[src/rtl/bufown_pkg.sv]
// Shared types and constants for the RX/TX buffer ownership scheduler.
// Mode encodings drive the rxbuf/txbuf address-mode muxes directly.
package bufown_pkg;

  localparam logic [1:0] MODE_CPU = 2'b00;
  localparam logic [1:0] MODE_DMA = 2'b01;
  localparam logic [1:0] MODE_ETH = 2'b10;

  typedef enum logic [1:0] {
    S_IDLE,
    S_GIN,
    S_OWN,
    S_GOUT
  } state_e;

  typedef enum logic {
    REQ_DMA = 1'b0,
    REQ_ETH = 1'b1
  } req_e;

  function automatic logic [1:0] mode_of(input req_e r);
    return (r == REQ_ETH) ? MODE_ETH : MODE_DMA;
  endfunction

  function automatic req_e other(input req_e r);
    return (r == REQ_ETH) ? REQ_DMA : REQ_ETH;
  endfunction

endpackage

[src/rtl/bufown_fsm.sv]
// One buffer channel: arbitration, guard turnaround, hold watchdog,
// lockout bits and the sticky timeout flag.
module bufown_fsm
  import bufown_pkg::*;
#(
  parameter int GUARD    = 2,
  parameter int HOLD_MAX = 4096,
  parameter int HW       = 13,
  parameter int ETH_PRIO = 0
) (
  input  logic       clk,
  input  logic       rst,
  input  logic       cpu_busy,
  input  logic       dma_req,
  input  logic       eth_req,
  input  logic       tmo_clr,
  output logic       dma_gnt,
  output logic       eth_gnt,
  output logic [1:0] mode,
  output logic       tmo
);

  localparam int GW = (GUARD > 1) ? $clog2(GUARD) : 1;
  localparam int GL = (GUARD > 0) ? GUARD - 1 : 0;
  localparam logic [GW-1:0] GEND = GW'(GL);
  localparam logic [HW-1:0] HEND = HW'(HOLD_MAX - 1);

  state_e          state, state_n;
  req_e            owner, owner_n;
  req_e            ptr, ptr_n;
  req_e            win;
  logic [GW-1:0]   gcnt, gcnt_n;
  logic [HW-1:0]   hcnt, hcnt_n;
  logic [1:0]      lock, lock_n;
  logic            tmo_q, tmo_n;
  logic            elig_dma, elig_eth;
  logic            own_req, g_done;

  assign elig_dma = dma_req & ~lock[0];
  assign elig_eth = eth_req & ~lock[1];
  assign own_req  = (owner == REQ_ETH) ? eth_req : dma_req;
  assign g_done   = (GUARD == 0) || (gcnt == GEND);

  // Winner pick: fixed ETH priority or round-robin on the pointer
  always_comb begin
    win = REQ_DMA;
    if (elig_dma && elig_eth)
      win = (ETH_PRIO != 0) ? REQ_ETH : ptr;
    else if (elig_eth)
      win = REQ_ETH;
  end

  // Next-state logic for the channel FSM and its bookkeeping
  always_comb begin
    state_n = state;
    owner_n = owner;
    ptr_n   = ptr;
    gcnt_n  = gcnt;
    hcnt_n  = hcnt;
    lock_n  = lock & {eth_req, dma_req};
    tmo_n   = tmo_q & ~tmo_clr;
    unique case (state)
      S_IDLE: begin
        if ((elig_dma || elig_eth) && !cpu_busy) begin
          owner_n = win;
          gcnt_n  = '0;
          hcnt_n  = '0;
          if (GUARD == 0) begin
            state_n = S_OWN;
            ptr_n   = other(win);
          end else begin
            state_n = S_GIN;
          end
        end
      end
      S_GIN: begin
        if (!own_req) begin
          state_n = S_GOUT;
          gcnt_n  = '0;
        end else if (g_done) begin
          state_n = S_OWN;
          hcnt_n  = '0;
          ptr_n   = other(owner);
        end else begin
          gcnt_n = gcnt + GW'(1);
        end
      end
      S_OWN: begin
        if (!own_req) begin
          state_n = S_GOUT;
          gcnt_n  = '0;
        end else if (hcnt == HEND) begin
          state_n = S_GOUT;
          gcnt_n  = '0;
          tmo_n   = 1'b1;
          if (owner == REQ_ETH) lock_n[1] = 1'b1;
          else                  lock_n[0] = 1'b1;
        end else begin
          hcnt_n = hcnt + HW'(1);
        end
      end
      S_GOUT: begin
        if (g_done) state_n = S_IDLE;
        else        gcnt_n  = gcnt + GW'(1);
      end
      default: state_n = S_IDLE;
    endcase
  end

  // Channel state registers
  always_ff @(posedge clk or posedge rst) begin
    if (rst) begin
      state <= S_IDLE;
      owner <= REQ_DMA;
      ptr   <= REQ_DMA;
      gcnt  <= '0;
      hcnt  <= '0;
      lock  <= '0;
      tmo_q <= 1'b0;
    end else begin
      state <= state_n;
      owner <= owner_n;
      ptr   <= ptr_n;
      gcnt  <= gcnt_n;
      hcnt  <= hcnt_n;
      lock  <= lock_n;
      tmo_q <= tmo_n;
    end
  end

  assign mode    = (state == S_IDLE) ? MODE_CPU : mode_of(owner);
  assign dma_gnt = (state == S_OWN) && (owner == REQ_DMA);
  assign eth_gnt = (state == S_OWN) && (owner == REQ_ETH);
  assign tmo     = tmo_q;

endmodule

[src/rtl/bufown_ctl.sv]
// RX/TX packet buffer ownership scheduler: two independent channels
// sharing one timeout-clear strobe.
module bufown_ctl
  import bufown_pkg::*;
#(
  parameter int GUARD       = 2,
  parameter int HOLD_MAX    = 4096,
  parameter int HW          = 13,
  parameter int RX_ETH_PRIO = 1
) (
  input  logic       clk_i,
  input  logic       rst_i,
  input  logic       rx_cpu_busy_i,
  input  logic       rx_dma_req_i,
  output logic       rx_dma_gnt_o,
  input  logic       rx_eth_req_i,
  output logic       rx_eth_gnt_o,
  output logic [1:0] rx_mode_o,
  output logic       rx_tmo_o,
  input  logic       tx_cpu_busy_i,
  input  logic       tx_dma_req_i,
  output logic       tx_dma_gnt_o,
  input  logic       tx_eth_req_i,
  output logic       tx_eth_gnt_o,
  output logic [1:0] tx_mode_o,
  output logic       tx_tmo_o,
  input  logic       tmo_clr_i
);

  bufown_fsm #(
    .GUARD(GUARD), .HOLD_MAX(HOLD_MAX),
    .HW(HW), .ETH_PRIO(RX_ETH_PRIO)
  ) u_rx (
    .clk(clk_i), .rst(rst_i),
    .cpu_busy(rx_cpu_busy_i),
    .dma_req(rx_dma_req_i), .eth_req(rx_eth_req_i),
    .tmo_clr(tmo_clr_i),
    .dma_gnt(rx_dma_gnt_o), .eth_gnt(rx_eth_gnt_o),
    .mode(rx_mode_o), .tmo(rx_tmo_o)
  );

  bufown_fsm #(
    .GUARD(GUARD), .HOLD_MAX(HOLD_MAX),
    .HW(HW), .ETH_PRIO(0)
  ) u_tx (
    .clk(clk_i), .rst(rst_i),
    .cpu_busy(tx_cpu_busy_i),
    .dma_req(tx_dma_req_i), .eth_req(tx_eth_req_i),
    .tmo_clr(tmo_clr_i),
    .dma_gnt(tx_dma_gnt_o), .eth_gnt(tx_eth_gnt_o),
    .mode(tx_mode_o), .tmo(tx_tmo_o)
  );

endmodule

[config.mk]
export PLATFORM = sky130hd
export DESIGN_NAME = bufown_ctl
export DESIGN_NICKNAME = d
export VERILOG_FILES = /design/src/rtl/bufown_pkg.sv /design/src/rtl/bufown_fsm.sv /design/src/rtl/bufown_ctl.sv
export SDC_FILE = /design/constraint.sdc
export NUM_CORES = 1
export LEC_CHECK = 0
export BUFFER_PORTS_ARGS = -buffer_cell sky130_fd_sc_hd__buf_2
export CAP_MARGIN = 0
export CORE_ASPECT_RATIO = 0.7
export CORE_MARGIN = 10
export CORE_UTILIZATION = 30
export CTS_CLUSTER_SIZE = 14
export DETAILED_ROUTE_END_ITERATION = 7
export PLACE_DENSITY = 0.51
export SLEW_MARGIN = 15
export SYNTH_ARGS = -nofsm -noshare
export SYNTH_HDL_FRONTEND = slang
export SYNTH_SLANG_ARGS = --single-unit
[constraint.sdc]
create_clock -name clk_i -period 2.59 [get_ports clk_i]
set_input_delay 0.3885 -clock clk_i [delete_from_list [all_inputs] [get_ports clk_i]]
set_output_delay 0.3885 -clock clk_i [all_outputs]
set_load 0.02 [all_outputs]
Yosys cells after proc, flatten, opt, wreduce, memory -nomap -nowiden. Cells that the tools add are included.

Reductions and logical operators: 25. Bitwise logic cells: 15. Equality and inequality tests: 24. $add $sub $neg: 4. Mux-type cells: 65.

Operator list (count): $mux 13 (10); $pmux 13 s3 (2); $mux 2 (22); $mux 1 (27); $add 13x1->13 const B (2); $eq 13x12->1 const B (2); $ne 2x1->1 const B (10); $pmux 2 s4 (2); $reduce_and 6->1 (2); $eq 2x2->1 const B (4); $logic_and 1x1->1 (8); $pmux 1 s4 (2); $reduce_and 2->1 (4); $reduce_and 4->1 (2); $not 1->1 (7); $and 1x1->1 (6); $ne 3x2->1 const B (2); $ne 3x3->1 const B (2); $reduce_bool 3->1 (2); $and 2x2->2 (2); $eq 2x1->1 const B (2); $logic_not 2->1 (2); $ne 2x2->1 const B (2); $reduce_and 3->1 (1); other kinds (3) (6).

Bits in registers: 41.

Longest topological paths before layout. Gate-level depths: netlist of the first run.

Word-level depth: 6. Mapped depth: 8. Gate-level depth less buffers: 7.

By module. A second synthesis of the first run with hierarchy kept.

Cells, all modules: 269. Area total of the unflattened synthesis: 2464.9 um^2.

Modules (own cells, without submodules): bufown_fsm at u_tx (area an instance 1261.2 um^2, cells each 139, times used 1, sequential area each 525.5 um^2); bufown_fsm at u_rx (area an instance 1203.7 um^2, cells each 130, times used 1, sequential area each 500.5 um^2).

Least setup slack after synthesis of the first run. OpenSTA, ideal clock, no wires.

Kind: register -> register. Start point: reg u_tx.hcnt[0]. End point: reg u_tx.state[1]. Clock period less this slack: 1.861 ns. Cell stages (with the launch flop): 7. Setup slack: 0.729 ns. Data arrival time: 1.736 ns. Path through: dfrtp_1 -> ha_1 -> and4_1 -> nand4_2 -> a32o_1 -> nor2_1 -> mux2_2.

Cells in the longest elaborated chain, start to end: 3.

RTL lines: start, declared (line bufown_fsm.sv:33) `logic [HW-1:0] hcnt, hcnt_n;`; start signal, assigned (line bufown_fsm.sv:125) `hcnt <= hcnt_n;`; $eq 13x12->1 (line bufown_fsm.sv:92) `end else if (hcnt == HEND) begin`; $ne 3x3->1 (no line); $reduce_and 4->1 (no line); end signal, assigned (line bufown_fsm.sv:121) `state <= state_n;`; end, declared (line bufown_fsm.sv:28) `state_e state, state_n;`.

Every way passes these cells. A chain may end at the register's enable or synchronous reset.

Worst setup path after layout of the first run.
Start point: reg u_rx.state[0]. End point: out rx_dma_gnt_o.

Cells in the longest elaborated chain, start to end: 2.

RTL lines: start, declared (line bufown_fsm.sv:28); start signal, assigned (line bufown_fsm.sv:121); $eq 2x2->1 (line bufown_fsm.sv:132) `assign dma_gnt = (state == S_OWN) && (owner == REQ_DMA);`; $logic_and 1x1->1 (line bufown_fsm.sv:132); end, declared (line bufown_ctl.sv:15) `output logic rx_dma_gnt_o,`.

Every way passes these cells.

==> impl_metrics.toml, run 1 <==
[timing]
period_share = 0.8746
setup_viol = 0
whs_ns = 0.2136
slew-limit-headroom = 0.5625
report.final.hold_viol_count = 0
finClkSkew_ns = 0.008595
grt_setup_unrepaired = "false"
worst_pin_slew_ns = 0.6512
finalCriticalPeriod_ns = 2.265
max_freq_mhz = 441.4
fin_tns_setup_ns = 0
slew_violations = 0

[worst_setup_path]
crit_type = "reg -> out"
cp_slowest_stage_delay_ns = 0.50
worst-path-max-fanout = 14
cp_top_family = "buffers and inverters"
crit_top_cell = "inv_1"
slowest_stage = "ha_1"
timing.rr.end = "u_rx.hcnt[2]"
path_cells = "inv_1 > ha_1 > inv_1 > nor2_1 > buf_2"
required_ns = 2.20
reg2reg_slack_ns = 0.34
crit_arrival_ns = 1.88
critPathLaunchType = "flop"
rr_worst_depth = 6
worst_setup_path_end_kind = "output port"
cp_num_buf_inv = 3
reg2reg_from = "u_rx.state[0]"

[routing]
vias = 2105
viasPerCell = 5.302
post_drt_wl_per_cell_um = 14.78
drt_iter0_drc = 121
wl_um = 5867
drtPass1Iterations = 4
drcViolationCount = 0
ant_nets = 0

[layout]
multi_input_area_mm2 = 0.001424
diodes = 0
regArea_mm2 = 0.001026
final_nets = 310
final_core_util = 0.3479
fillers = 887
area_growth_pct = 13.72
mostFrequentLayoutCell = "dfrtp_1"
final_area_mm2 = 0.002925
drive_gt1_frac = 0.1781
final_cell_mix = "41 x dfrtp_1, 23 x o21ai_0, 20 x nand2_1"

[logic_synthesis]
syn_avg_cell_area_um2 = 9.492
synth-main-ff-cell = "dfrtp_1"
yosysSeqAreaShare = 0.3988
synth_seq_cells = 41
synth_cell_types = 61
synthArstFlopShare = 1.000
synth_area_mm2 = 0.002572
synth_nets = 290
yosysWarnings = 0
synth_edf_count = 0
synth_cells = 271

[power_and_ir_drop]
swShare = 0.4057
internal-power_mw = 1.714
seqPwrFrac = 0.293
ir_drop_mv = 0.4570
p_switching_mw = 1.171
power_frac_clock = 0.248
comb_power_share = 0.460
powerDensity_mw_per_mm2 = 986.2
power_leakage_nw = 1.290

[floorplan]
io_pins = 19
num_rows = 28
dieArea_mm2 = 0.01274
start_util = 0.3060
core_region_area_mm2 = 0.008408
die_height_um = 97.48
dieWidth_um = 130.7

[place]
placed_area_mm2 = 0.002758
post-dp-hpwl_um = 4222
place_congestion = 0.8027
port_buffers = 18

[flow_run]
maxCapViolations = 0

[worst_hold_path]
hold_class = "in -> async"

[clocking]
clock_latency_ns = 0.29
tritoncts = "yes"
clock-root-buffer = "clkbuf_16"
htreeDepth = 2
post_cts_buffers = 0
cts_buffer_depth = 2
numCtsBuffers = 5
cts_hold_buf = 0
cts_sinks = 41
cts_resized = 0
clkTransAtPathRegs_ns = 0.07

[global_route]
grtUsageTotal = 0.09411
antenna_found_initial = 0
grt_pass1_vias = 1908
grt_pass1_wl_um = 9853
grt.overflow.total = 0
grt_max_degree = 42

[run_status]
status = "finished, final reports clean"
[cell families (layout without fill, tap and decap cells)]
family | after synthesis | count (layout) | share of synthesized area
AOI/OAI and AO/OA | 96 | 96 | 0.2680
adders and majority gates | 10 | 10 | 0.04864
buffers and inverters | 24 | 45 | 0.04766
DFF | 41 | 41 | 0.3988
muxes | 7 | 7 | 0.03210
and+or+nand+nor | 93 | 93 | 0.2048
[metrics by stage]
| step | power, mW | cells | worst slack [ns] |
|---|---|---|---|
| after detailed placement | 2.194 | 389 | 0.3649 |
| after global placement | 2.190 | 389 | 0.4103 |
| after global routing | 3.098 | 397 | 0.06713 |
| after floorplan | 1.914 | 271 | 0.7289 |
| after CTS | 2.930 | 397 | 0.3100 |
| final | 2.885 | 397 | 0.3247 |
[flip-flops by register name, summed over array words and instances, names as in the netlist]
| register | count |
|---|---|
| u_rx.g_done | 1 |
| u_rx.hcnt | 13 |
| u_rx.lock | 2 |
| u_rx.owner | 1 |
| u_rx.state | 2 |
| u_rx.tmo | 1 |
| u_tx.g_done | 1 |
| u_tx.hcnt | 13 |
| u_tx.lock | 2 |
| u_tx.owner | 1 |
| u_tx.ptr | 1 |
| u_tx.state | 2 |
| u_tx.tmo | 1 |
[routing by layer]
layer	track usage	vias up	wire length [µm]
met2	0.1159	41	2417
met5	0	-	0
met3	0.02345	5	263
met1	0.1489	1013	3119
met4	0.03069	0	68
li1	-	1046	-
[area by class of cell]
type / count / area share
clock buffer: 6 / 0.04405
clock inverter: 2 / 0.01326
inverter: 15 / 0.01925
multi-input combinational: 206 / 0.4867
sequential: 41 / 0.3507
tap: 105 / 0.04491
timing repair buffer: 22 / 0.04106
[cells in the mapped netlist, types with 2 or more instances]
library cell | n | area [µm²]
a21o_1 | 2 | 15.01
and2b_2 | 2 | 17.52
o22ai_1 | 2 | 12.51
buf_2 | 3 | 15.01
mux2i_1 | 3 | 30.03
nor2_1 | 13 | 48.80
buf_6 | 2 | 22.52
a211o_1 | 4 | 35.03
and2_1 | 6 | 37.54
nor2b_1 | 6 | 37.54
nor3_1 | 6 | 30.03
nor3b_1 | 2 | 15.01
mux2_4 | 2 | 30.03
nand4_1 | 3 | 18.77
a21oi_1 | 19 | 95.09
nand2b_1 | 4 | 25.02
and2_2 | 2 | 15.01
a31oi_1 | 9 | 56.30
dfrtp_1 | 41 | 1026
o21a_1 | 3 | 22.52
o211a_1 | 2 | 20.02
a41oi_1 | 4 | 35.03
a211oi_4 | 2 | 40.04
and4_1 | 2 | 17.52
inv_1 | 15 | 56.30
clkbuf_1 | 2 | 7.510
o21ai_0 | 23 | 115.1
and3_1 | 4 | 25.02
ha_1 | 10 | 125.1
nand3_1 | 13 | 65.06
o31ai_1 | 11 | 82.58
nand2_1 | 20 | 75.07
[power groups by stage]
stage	combinational [mW]	sequential (mW)	clock (mW)
after floorplan	1.11	0.806	0
after global placement	1.33	0.858	0
after detailed placement	1.34	0.857	0
after CTS	1.34	0.845	0.742
after global routing	1.47	0.865	0.766
final	1.33	0.844	0.714
[worst reg2reg max path: cells and delay by family (launching register included)]
kind,cells,cell delay [ns]
AOI/OAI and AO/OA,2,0.75
adders and majority gates,1,0.50
buffers and inverters,1,0.11
DFF,1,0.41
and+or+nand+nor,2,0.42
[worst max-delay path by stage]
stage | slack (ns) | cells past startpoint | startpoint | endpoint
after CTS | 0.31 | 5 | u_rx.state[0] | rx_dma_gnt_o
after global routing | 0.07 | 6 | u_rx.state[0] | u_rx.hcnt[7]
after detailed placement | 0.36 | 6 | u_rx.state[0] | u_rx.hcnt[10]
final | 0.32 | 5 | u_rx.state[0] | rx_dma_gnt_o
after floorplan | 0.73 | 6 | u_tx.hcnt[0] | u_tx.state[1]
after global placement | 0.41 | 6 | u_rx.state[0] | u_rx.hcnt[2]
No activity file was read; power rests on OpenSTA's default activity.
==> inputs of run 2 (changes only) <==
--- a/config.mk
+++ b/config.mk
@@ -12,6 +12,7 @@
 export CORE_UTILIZATION = 30
 export CTS_CLUSTER_SIZE = 14
 export DETAILED_ROUTE_END_ITERATION = 7
+export GPL_TIMING_DRIVEN = 0
 export PLACE_DENSITY = 0.51
 export SLEW_MARGIN = 15
 export SYNTH_ARGS = -nofsm -noshare
==> impl_metrics.toml, run 2 (same netlist as run 1, synthesis figures left out) <==
[flow_run]
maxCapViolations = 0

[routing]
drtPass1Iterations = 4
vias = 2125
viasPerCell = 5.273
ant_nets = 0
drcViolationCount = 0
post_drt_wl_per_cell_um = 14.39
wl_um = 5800
drt_iter0_drc = 96

[place]
post-dp-hpwl_um = 4266
place_congestion = 0.8028
port_buffers = 18

[global_route]
met3_usage = 0.02290
grtUsageMet2 = 0.1233
grtUsageMet1 = 0.1447
grt_pass1_wl_um = 9873
grt_max_degree = 33
grtUsageTotal = 0.09466
grt.overflow.total = 0
grt_pass1_vias = 1945
antenna_found_initial = 0
grt.busiest_layer = "met1"

[layout]
diodes = 0
reg_top3 = "u_rx.hcnt (13), u_tx.hcnt (13)"
mostFrequentLayoutCell = "dfrtp_1"
final_cell_mix = "41 x dfrtp_1, 23 x o21ai_0, 21 x buf_2"
drive_gt1_frac = 0.1913
final_core_util = 0.3512
area_growth_pct = 14.79
final_nets = 316

[timing]
grt_setup_unrepaired = "false"
worst_pin_slew_ns = 0.6439
period_share = 0.9073
report.final.hold_viol_count = 0
finalCriticalPeriod_ns = 2.350
setup_viol = 0
finClkSkew_ns = 0.005530
max_freq_mhz = 425.6
whs_ns = 0.02827
slew_violations = 0
slew-limit-headroom = 0.5674
fin_tns_setup_ns = 0

[worst_setup_path]
worst-path-max-fanout = 10
rr_worst_depth = 7
critPathLaunchType = "flop"
crit_type = "reg -> out"
crit_arrival_ns = 1.96
required_ns = 2.20
worst_setup_path_end_kind = "output port"

[worst_hold_path]
hold_class = "in -> async"

[clocking]
cts_hold_buf = 0
numCtsBuffers = 5
cts_resized = 0
clock-root-buffer = "clkbuf_16"
clock_latency_ns = 0.28
post_cts_buffers = 0
cts_buffer_depth = 2
tritoncts = "yes"
htreeDepth = 2
clkTransAtPathRegs_ns = 0.06
cts_sinks = 41

[floorplan]
start_util = 0.3060
dieWidth_um = 130.7
core_region_area_mm2 = 0.008408
num_rows = 28
io_pins = 19
dieArea_mm2 = 0.01274
die_height_um = 97.48

[power_and_ir_drop]
ir_drop_mv = 0.5567
powerDensity_mw_per_mm2 = 957.2
power_leakage_nw = 1.315

[run_status]
status = "finished, final reports clean"
-- run 2: changes by cell type in the layout (fill, tap and decap cells not counted), sizes merged --
cell	delta
buf	+3
inv	+1
clkbuf	+3
bufinv	-1
-- run 2: metal layers --
| layer | wire [µm] | part of all wire |
|---|---|---|
| met2 | 2357 | 0.41 |
| met5 | 0 | 0 |
| met4 | 65 | 0.011 |
| met1 | 3175 | 0.55 |
| met3 | 202 | 0.035 |
-- run 2: worst max-delay path, cell delays in order (launching register included) --
cell and delay, ns:
dfrtp_1 0.41, inv_1 0.08, ha_1 0.31, inv_1 0.19, clkbuf_1 0.43, nor2_1 0.08, buf_2 0.18
-- run 2: cell type report --
class / count / area (µm²)
plain buffers: 9 / 66.31
clock buffers: 6 / 128.9
clock inverters: 2 / 10.01
fillers: 891 / 5455
inverters: 15 / 56.30
multi-input cells: 206 / 1424
flip-flops and latches: 41 / 1026
well taps: 105 / 131.4
repair buffers: 19 / 110.1
-- run 2: report_power, final --
part	internal, mW	leakage [nW]	switching, mW	total [mW]
registers	0.735	0.553	0.0771	0.812
logic	0.560	0.691	0.849	1.41
clock network	0.354	0.0706	0.251	0.605
-- run 2: metrics by stage --
stage          instance area (µm²)  instances  total power [mW]  setup WS [ns]
2_1_floorplan                 2572        271             1.914         0.7289
3_3_place_gp                  2794        394             2.235         0.4702
3_5_place_dp                  2814        395             2.249         0.4321
4_1_cts                       2953        403             2.867         0.2450
5_1_grt                       2953        403             3.052         0.1338
6_report                      2953        403             2.826         0.2402
-- run 2: worst paths after layout --
path | endpoint | start | slack [ns]
setup / recovery | tx_dma_gnt_o | u_tx.state[0] | 0.24
hold / removal | u_rx.g_done | rst_i | 0.03
setup reg to reg | u_tx.hcnt[11] | u_tx.state[0] | 0.42
hold reg to reg | u_rx.hcnt[11] | u_rx.hcnt[11] | 0.48
max in group asynchronous | u_rx.hcnt[7] | rst_i | 2.10
min in group clk_i | u_rx.tmo | tmo_clr_i | 0.31
==> inputs of run 3 (changes only) <==
--- a/config.mk
+++ b/config.mk
@@ -5,15 +5,18 @@
 export SDC_FILE = /design/constraint.sdc
 export NUM_CORES = 1
 export LEC_CHECK = 0
+export ABC_AREA = 1
 export BUFFER_PORTS_ARGS = -buffer_cell sky130_fd_sc_hd__buf_2
 export CAP_MARGIN = 0
+export CELL_PAD_IN_SITES_DETAIL_PLACEMENT = 1
+export CELL_PAD_IN_SITES_GLOBAL_PLACEMENT = 1
 export CORE_ASPECT_RATIO = 0.7
 export CORE_MARGIN = 10
 export CORE_UTILIZATION = 30
 export CTS_CLUSTER_SIZE = 14
 export DETAILED_ROUTE_END_ITERATION = 7
 export GPL_TIMING_DRIVEN = 0
-export PLACE_DENSITY = 0.51
+export PLACE_DENSITY = 0.64
 export SLEW_MARGIN = 15
 export SYNTH_ARGS = -nofsm -noshare
 export SYNTH_HDL_FRONTEND = slang
==> impl_metrics.toml, run 3 <==
[run_status]
status = "finished, final reports clean"

[layout]
final_cell_mix = "143 x nand2_1, 41 x nor2_1, 41 x dfrtp_1"
final_nets = 433
reg_top3 = "u_rx.hcnt (13), u_tx.hcnt (13)"
final_area_mm2 = 0.003179
area_growth_pct = 14.56
mostFrequentLayoutCell = "nand2_1"
drive_gt1_frac = 0.1590
fillers = 1146
diodes = 0

[worst_setup_path]
slowest_stage = "clkbuf_1"
reg2reg_slack_ns = 0.38
cp_num_buf_inv = 4
cp_slowest_stage_delay_ns = 0.45
crit_type = "reg -> out"
crit_top_cell = "inv_1"
cp_top_family = "buffers and inverters"
worst_setup_path_end_kind = "output port"
path_cells = "inv_1 > ha_1 > clkbuf_1 > nand2_1 > inv_1 > buf_2"
crit_arrival_ns = 1.99
required_ns = 2.20
critPathLaunchType = "flop"
worst-path-max-fanout = 10

[logic_synthesis]
synth_edf_count = 0
synth-main-ff-cell = "dfrtp_1"
synth_area_mm2 = 0.002775
synth_top_area_frac = 0.3697
synth_cell_types = 34
yosysWarnings = 0
synth_nets = 408
synthArstFlopShare = 1.000
synthTopCellsByArea = "dfrtp_1 37%, nand2_1 19%, nor2_1 5.5%"
synth_seq_cells = 41
synth_top_area_cell = "dfrtp_1"
yosysMostFrequentCell = "nand2_1"
yosysSeqAreaShare = 0.3697
synth_cells = 389
synthTopCellsByCount = "143 x nand2_1, 41 x dfrtp_1, 41 x nor2_1, 40 x inv_1, 20 x nand3_1"
syn_avg_cell_area_um2 = 7.134

[clocking]
numCtsBuffers = 5
cts_sinks = 41
cts_buffer_depth = 2
clock_latency_ns = 0.29
post_cts_buffers = 0
cts_hold_buf = 0
clock-root-buffer = "clkbuf_16"
htreeDepth = 2
clkTransAtPathRegs_ns = 0.06
tritoncts = "yes"

[power_and_ir_drop]
power_leakage_nw = 1.516
powerDensity_mw_per_mm2 = 933.9
ir_drop_mv = 0.3257

[floorplan]
core_region_area_mm2 = 0.009035
io_pins = 19
dieWidth_um = 135.0
start_util = 0.3072
dieArea_mm2 = 0.01356
die_height_um = 100.5
num_rows = 29

[flow_run]
maxCapViolations = 0

[place]
place_congestion = 0.8002
placed_area_mm2 = 0.003040
post-dp-hpwl_um = 5603
port_buffers = 18

[global_route]
grt_pass1_vias = 2543
grt_max_degree = 29
grt_pass1_wl_um = 12670
antenna_found_initial = 0
grtUsageTotal = 0.1136
grt.overflow.total = 0

[worst_hold_path]
hold_class = "in -> async"

[routing]
drt_iter0_drc = 72
wl_um = 7194
viasPerCell = 4.596
ant_nets = 0
drcViolationCount = 0
drtPass1Iterations = 4
post_drt_wl_per_cell_um = 13.35
vias = 2477

[timing]
setup_viol = 0
worst_pin_slew_ns = 0.5314
fin_tns_setup_ns = 0
grt_setup_unrepaired = "false"
report.final.hold_viol_count = 0
max_freq_mhz = 420.4
slew-limit-headroom = 0.6453
finalCriticalPeriod_ns = 2.379
slew_violations = 0
finClkSkew_ns = 0.004699
whs_ns = 0.06245
period_share = 0.9184
## run 3: cell types whose count changed in the layout (fill, tap and decap cells not counted), sizes merged, moves of 9 or more
cell	previous run	this run
a31oi	9	0
inv	15	43
nand2	22	153
nand3	13	22
nand4	4	13
nor2	15	49
o31ai	11	2
## run 3: kinds of logic after synthesis
kind of cell | after synthesis | synth area share
fa+ha+maj | 10 | 0.04509
xor+xnor | 12 | 0.03787
flops | 41 | 0.3697
compound gates | 35 | 0.07935
simple gates | 240 | 0.3810
buf+inv | 51 | 0.08701
## run 3: stage by stage
stage          power [mW]  setup WS (ns)  instances  utilization
6_report            2.969         0.2114        539       0.3519
5_1_grt             3.258        0.01260        539       0.3519
4_1_cts             3.052        0.09267        540       0.3523
3_5_place_dp        2.387         0.4276        532       0.3365
3_3_place_gp        2.338         0.4627        531       0.3343
2_1_floorplan       1.954         0.8519        389            -
## run 3: routing by layer
metal / vias to the layer above / share of wire / track usage
li1: 1268 / - / -
met1: 1189 / 0.53 / 0.1590
met2: 15 / 0.43 / 0.1655
met3: 5 / 0.032 / 0.02988
met4: 0 / 0.010 / 0.03630
met5: - / 0 / 0
## run 3: power breakdown
part	internal (mW)	leakage, nW	switching [mW]	total, mW
Clock	0.354	0.0696	0.279	0.633
Combinational	0.509	0.889	0.985	1.49
Sequential	0.736	0.558	0.107	0.842
## run 3: area by class of cell
cell class	instances	area [µm²]	area share
multi-input combinational	297	1508	0.4742
tap	124	155.1	0.04880
inverter	44	168.9	0.05313
sequential	41	1026	0.3227
clock inverter	3	17.52	0.005510
clock buffer	5	125.1	0.03935
timing repair buffer	19	110.1	0.03463
buffer	6	68.82	0.02165
## run 3: worst paths after layout
| check | from | to | cells after the start |
|---|---|---|---|
| setup reg to reg | u_tx.state[0] | u_tx.hcnt[5] | 11 |
| max in group asynchronous | rst_i | u_tx.hcnt[7] | 3 |
| hold / removal | rst_i | u_rx.hcnt[7] | 2 |
| min in group clk_i | tx_dma_req_i | u_tx.lock[0] | 3 |
| hold reg to reg | u_rx.tmo | u_rx.tmo | 2 |
| setup / recovery | u_rx.state[0] | rx_eth_gnt_o | 6 |
## run 3: what timing repair did
item / CTS / global route
gates resized for setup: 0 / 0
setup endpoints to repair: 0 / 1
hold endpoints to repair: 0 / 0
